## config.mk

```make
export PLATFORM = sky130hd
export DESIGN_NAME = frame_checksum
export DESIGN_NICKNAME = d
export VERILOG_FILES = /design/src/rtl/frame_checksum_pkg.sv /design/src/rtl/frame_checksum_acc.sv /design/src/rtl/frame_checksum.sv
export SDC_FILE = /design/constraint.sdc
export NUM_CORES = 1
export LEC_CHECK = 0
export CAP_MARGIN = 5
export CORE_AREA = 2 2 48 50
export DETAILED_ROUTE_END_ITERATION = 16
export DIE_AREA = 0 0 50 52
export PLACE_DENSITY = 0.56
export SYNTH_ARGS = -nofsm -noshare
export SYNTH_HDL_FRONTEND = slang
export SYNTH_SLANG_ARGS = --single-unit
```

## constraint.sdc

```tcl
create_clock -name clk -period 1.7 [get_ports clk]
set_clock_uncertainty 0.2 [all_clocks]
set_input_delay 0.255 -clock clk [delete_from_list [all_inputs] [get_ports clk]]
set_output_delay 0.255 -clock clk [all_outputs]
set_load 0.005 [all_outputs]
```

## src/rtl/frame_checksum_pkg.sv

```systemverilog
// Shared definitions for the frame checksum checker: state encoding, default key, error counter width.
// No logic; types and constants only.
// Imported by the accumulator and the top.
package frame_checksum_pkg;

    localparam logic [1:0] S_DATA   = 2'd0;
    localparam logic [1:0] S_CHECK  = 2'd1;
    localparam logic [1:0] S_RESULT = 2'd2;

    typedef enum logic [1:0] {
        ST_DATA   = S_DATA,
        ST_CHECK  = S_CHECK,
        ST_RESULT = S_RESULT
    } state_t;

    localparam logic [7:0] CHK_KEY_DEFAULT = 8'h37;
    localparam int         ERR_CNT_W       = 16;

    // Word counter width: max(1, clog2(n)).
    function automatic int cnt_width(input int n);
        return (n <= 2) ? 1 : $clog2(n);
    endfunction

endpackage

```

## src/rtl/frame_checksum_acc.sv

```systemverilog
// XOR accumulator seeded with KEY; load has priority over fold.
// Latency: result of a fold visible the cycle after the fold edge.
// Backpressure: none; the caller gates fold with its own transfer condition.
module frame_checksum_acc
    import frame_checksum_pkg::*;
#(
    parameter int               WIDTH = 8,
    parameter logic [WIDTH-1:0] KEY   = WIDTH'(CHK_KEY_DEFAULT)
) (
    input  logic             clk,
    input  logic             rst_n,
    input  logic             load,
    input  logic             fold,
    input  logic [WIDTH-1:0] word,
    output logic [WIDTH-1:0] acc
);

    always_ff @(posedge clk or negedge rst_n) begin
        if (!rst_n) begin
            acc <= KEY;
        end else if (load) begin
            acc <= KEY;
        end else if (fold) begin
            acc <= acc ^ word;
        end
    end

endmodule

```

## src/rtl/frame_checksum.sv

```systemverilog
// Frame checksum checker: folds FRAME_LEN words into a KEY-seeded XOR and compares with a trailing check word.
// Latency: res_valid/res_ok one cycle after the check word is accepted; FRAME_LEN+2 cycles per frame.
// Backpressure: in_ready drops for the single result cycle only. Optional err_cnt under FRAME_CHECKSUM_ERRCNT_EN.
module frame_checksum
    import frame_checksum_pkg::*;
#(
    parameter int               WIDTH     = 8,
    parameter logic [WIDTH-1:0] KEY       = WIDTH'(CHK_KEY_DEFAULT),
    parameter int               FRAME_LEN = 4
) (
    input  logic                 clk,
    input  logic                 rst_n,
    input  logic                 clear,
    input  logic                 in_valid,
    output logic                 in_ready,
    input  logic [WIDTH-1:0]     in_data,
    output logic                 res_valid,
    output logic                 res_ok
`ifdef FRAME_CHECKSUM_ERRCNT_EN
    ,
    output logic [ERR_CNT_W-1:0] err_cnt
`endif
);

    localparam int            CW       = cnt_width(FRAME_LEN);
    localparam logic [CW-1:0] CNT_LAST = CW'(FRAME_LEN - 1);

    state_t           state;
    state_t           state_nxt;
    logic [CW-1:0]    cnt;
    logic [WIDTH-1:0] acc;
    logic             xfer;
    logic             acc_load;
    logic             acc_fold;
    logic             cnt_clr;
    logic             cnt_inc;
    logic             ok_upd;

    assign xfer      = in_valid & in_ready;
    assign res_valid = (state == ST_RESULT);

    frame_checksum_acc #(
        .WIDTH (WIDTH),
        .KEY   (KEY)
    ) u_acc (
        .clk   (clk),
        .rst_n (rst_n),
        .load  (acc_load),
        .fold  (acc_fold),
        .word  (in_data),
        .acc   (acc)
    );

    always_comb begin
        state_nxt = state;
        acc_load  = 1'b0;
        acc_fold  = 1'b0;
        cnt_clr   = 1'b0;
        cnt_inc   = 1'b0;
        ok_upd    = 1'b0;
        case (state)
            ST_DATA: begin
                // clear wins over a simultaneous transfer; the word is dropped
                if (clear) begin
                    acc_load = 1'b1;
                    cnt_clr  = 1'b1;
                end else if (xfer) begin
                    acc_fold = 1'b1;
                    if (cnt == CNT_LAST) begin
                        state_nxt = ST_CHECK;
                        cnt_clr   = 1'b1;
                    end else begin
                        cnt_inc = 1'b1;
                    end
                end
            end
            ST_CHECK: begin
                if (clear) begin
                    state_nxt = ST_DATA;
                    acc_load  = 1'b1;
                    cnt_clr   = 1'b1;
                end else if (xfer) begin
                    state_nxt = ST_RESULT;
                    ok_upd    = 1'b1;
                end
            end
            ST_RESULT: begin
                state_nxt = ST_DATA;
                acc_load  = 1'b1;
            end
            default: begin
                state_nxt = ST_DATA;
                acc_load  = 1'b1;
                cnt_clr   = 1'b1;
            end
        endcase
    end

    always_ff @(posedge clk or negedge rst_n) begin
        if (!rst_n) begin
            state    <= ST_DATA;
            cnt      <= '0;
            in_ready <= 1'b0;
            res_ok   <= 1'b0;
        end else begin
            state <= state_nxt;
            if (cnt_clr) begin
                cnt <= '0;
            end else if (cnt_inc) begin
                cnt <= cnt + 1'b1;
            end
            // Registered ready: low exactly while the result is being reported
            in_ready <= (state_nxt != ST_RESULT);
            if (ok_upd) begin
                res_ok <= (in_data == acc);
            end
        end
    end

`ifdef FRAME_CHECKSUM_ERRCNT_EN
    always_ff @(posedge clk or negedge rst_n) begin
        if (!rst_n) begin
            err_cnt <= '0;
        end else if (res_valid && !res_ok && (err_cnt != {ERR_CNT_W{1'b1}})) begin
            err_cnt <= err_cnt + 1'b1;
        end
    end
`endif

endmodule
```

==> out/qor.csv, run 1 <==
stage;metric;value;unit
status;outcome;finished, final reports clean;
synth;yosys.area_share.simple;0.224;
synth;synth_cell_types;21;
synth;synth_area_leaders;dfrtp_1, dfstp_2, nand4b_1;
placed_design;port_buffers;14;
drt;vias_per_cell;4.87;
global_route;overflow;0;
worst_setup_path;crit_family;buffers and inverters;
final_layout;drive_gt1_frac;0.245;
cts;clockRootBuffer;clkbuf_4;
cts;clock_latency;0.28;ns
synth;synth_cells;72;
synth;synth_fa_ha_area_frac;0.0165;
power;p_int;0.570;mW
cts;clk_pin_slew;0.09;ns
min_path;hold_class;in2async;
final_layout;antenna_cells;0;
placed_design;placed_area;986;um2
final_layout;layout.nets;112;
global_route;grt_pass1_vias;615;
drt;vias;614;
worst_setup_path;crit_chain;clkdlybuf4s50_1;
timing;finalCritPeriodShare;0.939;
worst_setup_path;crit_required;1.24;ns
worst_setup_path;cp.arrival;1.14;ns
drt;post_drt_wl_per_cell;13.2;um
floorplanning;core;2110;um2
worst_setup_path;worst_path_max_delay_cell;clkdlybuf4s50_1;
power;p_clk_frac;0.318;
floorplanning;pin_count;15;
cts;clockBufferDepth;2;
floorplanning;dieArea;2600;um2
timing;fin_crit;1.60;ns
cts;clock_sinks;14;
synth;ys_warn_count;0;
global_route;track_usage;0.145;
synth;synth_edf_count;0;
placed_design;place_congestion;0.695;
power;max-vdd-ir-drop;426;uV
global_route;grt_antenna_before_repair;0;
final_layout;area_growth_syn_to_layout;36.8;%
drt;postRouteAntennaNets;0;
synth;synth-compound-area-share;0.0413;
synth;synthMuxAreaShare;0.0132;
worst_setup_path;crit_fanout;2;
synth;ys.flop_type;dfrtp_1;
global_route;grt_max_degree;15;
global_route;grt_pass1_wl;2.81;mm
synth;syn_nets;85;
synth;synthTopCellsByCount;dfrtp_1, nand4b_1, xnor2_1, xor2_1, nand2_1;
power;leakage;0.438;nW
worst_setup_path;max_stage_delay;0.50;ns
floorplanning;start_util;0.360;
worst_setup_path;path_buf_inv;1;
timing;relSlewSlack;0.870;
synth;ys_ff_latch;14;
timing;worstMarginPinSlew;0.194;ns
synth;synth_top_area_cell;dfrtp_1;
timing;final_max_slew_viol_count;0;
cts;hold_buffers;0;
drt;drt-total-wl;1.66;mm
drt;drt_iter0_drc;18;
power;switching_share;0.245;
synth;synth_top_family_by_area;simple AND/OR/NAND/NOR gates;
cts;htreeDepth;1;
timing;setup_violations;0;
power;switching_power;0.185;mW
worst_setup_path;worstSetupEndpointType;output port;
synth;syn_avg_cell_area;10.5;um2
synth;synth_area;758;um2
synth;synth_top_cell_area_share;0.297;
timing;setup_tns;0;ns
floorplanning;rows;17;
final_layout;design_area;1040;um2
drt;drt_first_pass_iters;4;
floorplanning;die_w;50;um
power;power_frac_comb;0.179;
worst_setup_path;worstSetupStartpointType;register;
synth;synth.most_common_cell;dfrtp_1;
timing;timing.fmax;627;MHz
synth;yosys.area_share.xor_xnor;0.185;
timing;rsz0062_at_grt;no;
cts;cts_tree;done;
worst_setup_path;critPathKind;reg2out;
synth;synthArstFlopShare;1.00;
power;seqPwrFrac;0.503;
placed_design;hpwlAfterDp;1.19;mm
floorplanning;die_y;52;um
drt;remaining_drc_errors;0;
power;cellPowerDensity;728;nW/um2
timing;hold_viol_final;0;
cts;cts_made_buffers;3;
flow_run;drv_cap;0;
synth;ys_seq_area_frac;0.470;
==> metrics by stage <==
| stage | util | std cells | power, mW | setup WS, ns | hold WS [ns] |
|---|---|---|---|---|---|
| finish | 0.493 | 126 | 0.756 | 0.104 | 0.0752 |
| global route | 0.493 | 126 | 0.801 | 0.0330 | 0.102 |
| CTS | 0.493 | 126 | 0.769 | 0.0825 | 0.0755 |
| detailed placement | 0.468 | 120 | 0.522 | -0.0776 | 0.273 |
| global placement | 0.468 | 120 | 0.519 | -0.0518 | 0.268 |
| floorplan | - | 72 | 0.459 | 0.150 | -0.241 |
==> cells by family after synthesis <==
family,count (synthesis)
simple gates,27
xor+xnor,16
flops,14
buf+inv,8
compound gates,5
mux,1
fa+ha+maj,1
==> power by group through the flow <==
stage | combinational (mW) | sequential, mW | clock (mW)
3_3_place_gp | 0.134 | 0.385 | 0
2_1_floorplan | 0.0765 | 0.383 | 0
3_5_place_dp | 0.135 | 0.386 | 0
5_1_grt | 0.151 | 0.382 | 0.268
4_1_cts | 0.137 | 0.380 | 0.252
6_report | 0.136 | 0.380 | 0.240
==> placed cells by master, fill, tap and decap left out <==
cell type,Yosys,layout
or3_1,1,1
nand2_1,7,7
nor2_1,4,4
o31ai_1,2,2
nand4b_1,8,8
nor2b_2,1,1
or3_4,1,1
nand3b_1,1,1
clkdlybuf4s50_1,0,13
xor2_1,8,8
xnor2_1,8,8
clkbuf_8,0,1
or2_1,1,1
dfstp_2,5,5
clkbuf_4,0,3
o22ai_1,1,1
buf_4,0,12
inv_1,4,4
dfrtp_1,9,8
ha_1,1,1
nand4_1,3,3
mux2i_1,1,1
a21oi_1,2,2
dlygate4sd2_1,0,1
dfrtp_2,0,1
==> state kept, by name, summed over array words and instances (netlist names) <==
signal and flops:
cnt 2, in_ready 1, u_acc.acc 8, res_ok 1, state 2
==> path summary, 6_finish.rpt <==
check | startpoint | endpoint | slack [ns] | cells after the start
max in group asynchronous | rst_n | u_acc.acc[2] | 0.98 | 2
worst max-delay path | res_ok | res_ok | 0.10 | 1
worst min register to register | cnt[0] | cnt[0] | 0.29 | 1
worst max register to register | state[0] | cnt[1] | 0.17 | 4
worst min-delay path | rst_n | cnt[1] | 0.08 | 2
min in group clk | cnt[0] | cnt[0] | 0.29 | 1
==> layout make-up <==
cell class / count / area (um2)
clock buffer: 4 / 36.3
fill: 189 / 1070
inverter: 4 / 15.0
multi-input combinational: 50 / 364
sequential: 14 / 358
tap: 28 / 35.0
timing repair buffer: 26 / 229
==> metal layers <==
metal | part of all wire | GRT usage | up-vias | wire length [um]
met5 | 0 | 0 | - | 0
li1 | - | - | 299 | -
met3 | 0.054 | 0.0230 | 6 | 90
met2 | 0.48 | 0.221 | 20 | 797
met1 | 0.45 | 0.199 | 289 | 754
met4 | 0.011 | 0.0694 | 0 | 18
==> timing repair <==
item | in CTS | in global routing
gates resized for setup | 2 | 0
buffers inserted | 2 | 0
endpoints found under the setup margin | 2 | 0
Note: power is estimated with default switching activity, not from simulation.
==> run 2, diff against run 1 <==
Settings changed: CTS_CLUSTER_SIZE set to 12, PLACE_DENSITY 0.56 to 0.59.
==> out/qor.csv, run 2 (synthesis results as in run 1) <==
stage;metric;value;unit
power;p_int;0.532;mW
cts;clockRootBuffer;clkbuf_4;
cts;clock_sinks;14;
power;switching_share;0.257;
worst_setup_path;path_buf_inv;1;
final_layout;design_area;1020;um2
status;outcome;finished, final reports clean;
cts;cts_tree;done;
placed_design;placed_area;986;um2
final_layout;final-seq-area;357;um2
global_route;grt_pass1_vias;612;
cts;htreeDepth;1;
drt;wl_met2;735;um
final_layout;final_common_cell;clkdlybuf4s50_1;
drt;remaining_drc_errors;0;
timing;final_max_slew_viol_count;0;
timing;hold_viol_final;0;
drt;highest_layer;met4;
placed_design;dp_cells;120;
final_layout;stdcell_count;125;
power;cellPowerDensity;702;nW/um2
final_layout;multi_input_area;364;um2
worst_setup_path;worstSetupStartpointType;register;
power;p_clk_frac;0.279;
flow_run;drv_cap;0;
worst_setup_path;critPathKind;reg2out;
power;seqPwrFrac;0.530;
floorplanning;dieArea;2600;um2
power;power;0.715;mW
timing;worstMarginPinSlew;0.187;ns
floorplanning;core;2110;um2
cts;clockBufferDepth;2;
timing;relSlewSlack;0.874;
drt;met1Wirelength;729;um
worst_setup_path;crit_chain;clkdlybuf4s50_1;
worst_setup_path;worstSetupEndpointType;output port;
power;max-vdd-ir-drop;612;uV
final_layout;n_fill_cell;211;
worst_setup_path;crit_required;1.24;ns
timing;finalCritPeriodShare;0.958;
placed_design;hpwlAfterDp;1.15;mm
drt;vias;592;
global_route;grt_pass1_wl;2.82;mm
final_layout;antenna_cells;0;
drt;postRouteAntennaNets;0;
floorplanning;rows;17;
cts;cts_made_buffers;3;
worst_setup_path;crit_fanout;4;
worst_setup_path;worst_path_max_delay_cell;clkdlybuf4s50_1;
placed_design;port_buffers;14;
drt;drt_iter0_drc;2;
global_route;track_usage;0.151;
floorplanning;start_util;0.360;
min_path;hold_class;in2async;
worst_setup_path;max_stage_delay;0.51;ns
final_layout;drive_gt1_frac;0.216;
global_route;overflow;0;
placed_design;place_congestion;0.751;
timing;setup_violations;0;
global_route;grt_antenna_before_repair;0;
final_layout;layout.nets;111;
global_route;grt_max_degree;15;
power;switching_power;0.184;mW
timing;finalHoldWorstSlack;0.0703;ns
worst_setup_path;cp.arrival;1.17;ns
power;power_frac_comb;0.191;
timing;timing.fmax;614;MHz
drt;met3_length;77;um
drt;post_drt_wl_per_cell;12.7;um
drt;vias_per_cell;4.74;
final_layout;largest_register_ff_count;8;
final_layout;area_growth_syn_to_layout;34.3;%
final_layout;top_register;u_acc.acc;
timing;rsz0062_at_grt;no;
final_layout;final_cell_mix;clkdlybuf4s50_1, buf_4, dfrtp_1;
cts;clock_latency;0.29;ns
drt;drt_first_pass_iters;3;
floorplanning;pin_count;15;
timing;fin_crit;1.63;ns
floorplanning;die_w;50;um
drt;drt-total-wl;1.59;mm
worst_setup_path;crit_family;buffers and inverters;
power;leakage;0.428;nW
final_layout;top_regs;u_acc.acc: 8 flops, cnt: 2 flops, state: 2 flops;
floorplanning;die_y;52;um
cts;clk_pin_slew;0.08;ns
==> run 2: stage by stage <==
step / setup TNS [ns] / utilization / setup slack, ns
after global routing: 0 / 0.484 / 0.0166
after global placement: -0.0589 / 0.468 / -0.0541
after CTS: 0 / 0.484 / 0.0519
after detailed placement: -0.142 / 0.468 / -0.0879
after floorplan: 0 / - / 0.150
final: 0 / 0.484 / 0.0718
==> run 2: layout make-up <==
type | instances | share of cell area
Timing Repair Buffer | 25 | 0.217
Tap cell | 28 | 0.0344
Clock buffer | 4 | 0.0258
Multi-Input combinational cell | 50 | 0.357
Inverter | 4 | 0.0147
Sequential cell | 14 | 0.350
==> run 2: power groups by stage <==
stage / combinational, mW / sequential, mW / clock [mW]
floorplan: 0.0765 / 0.383 / 0
global placement: 0.135 / 0.385 / 0
detailed placement: 0.137 / 0.386 / 0
CTS: 0.139 / 0.379 / 0.213
global route: 0.154 / 0.383 / 0.229
finish: 0.137 / 0.379 / 0.200
==> run 2: final timing paths <==
path                           endpoint  slack (ns)     start  depth (start not counted)
max                            in_ready        0.07  in_ready                          1
min                        u_acc.acc[3]        0.07     rst_n                          2
max reg2reg                      cnt[1]        0.19  state[0]                          4
min reg2reg                      cnt[0]        0.30    cnt[0]                          1
max in group asynchronous  u_acc.acc[5]        0.98     rst_n                          2
min in group clk                 cnt[0]        0.30    cnt[0]                          1
==> run 2: metal layers <==
metal / track usage / vias up
met5: 0 / -
met4: 0.0833 / 0
met3: 0.0517 / 4
met2: 0.232 / 10
met1: 0.185 / 282
li1: - / 296
==> run 2: repair_timing <==
| action | CTS | global route |
|---|---|---|
| endpoints found under the setup margin | 1 | 0 |
| endpoints found under the hold margin | 0 | 0 |
| gates resized for setup | 1 | 0 |
| hold buffers | 0 | 0 |
| buffers inserted | 1 | 0 |
==> run 3, diff against run 2 <==
Settings changed: GPL_ROUTABILITY_DRIVEN set to 0.
==> results of run 3 <==
No change in the layout: final DEF, timing and power equal those of run 2.
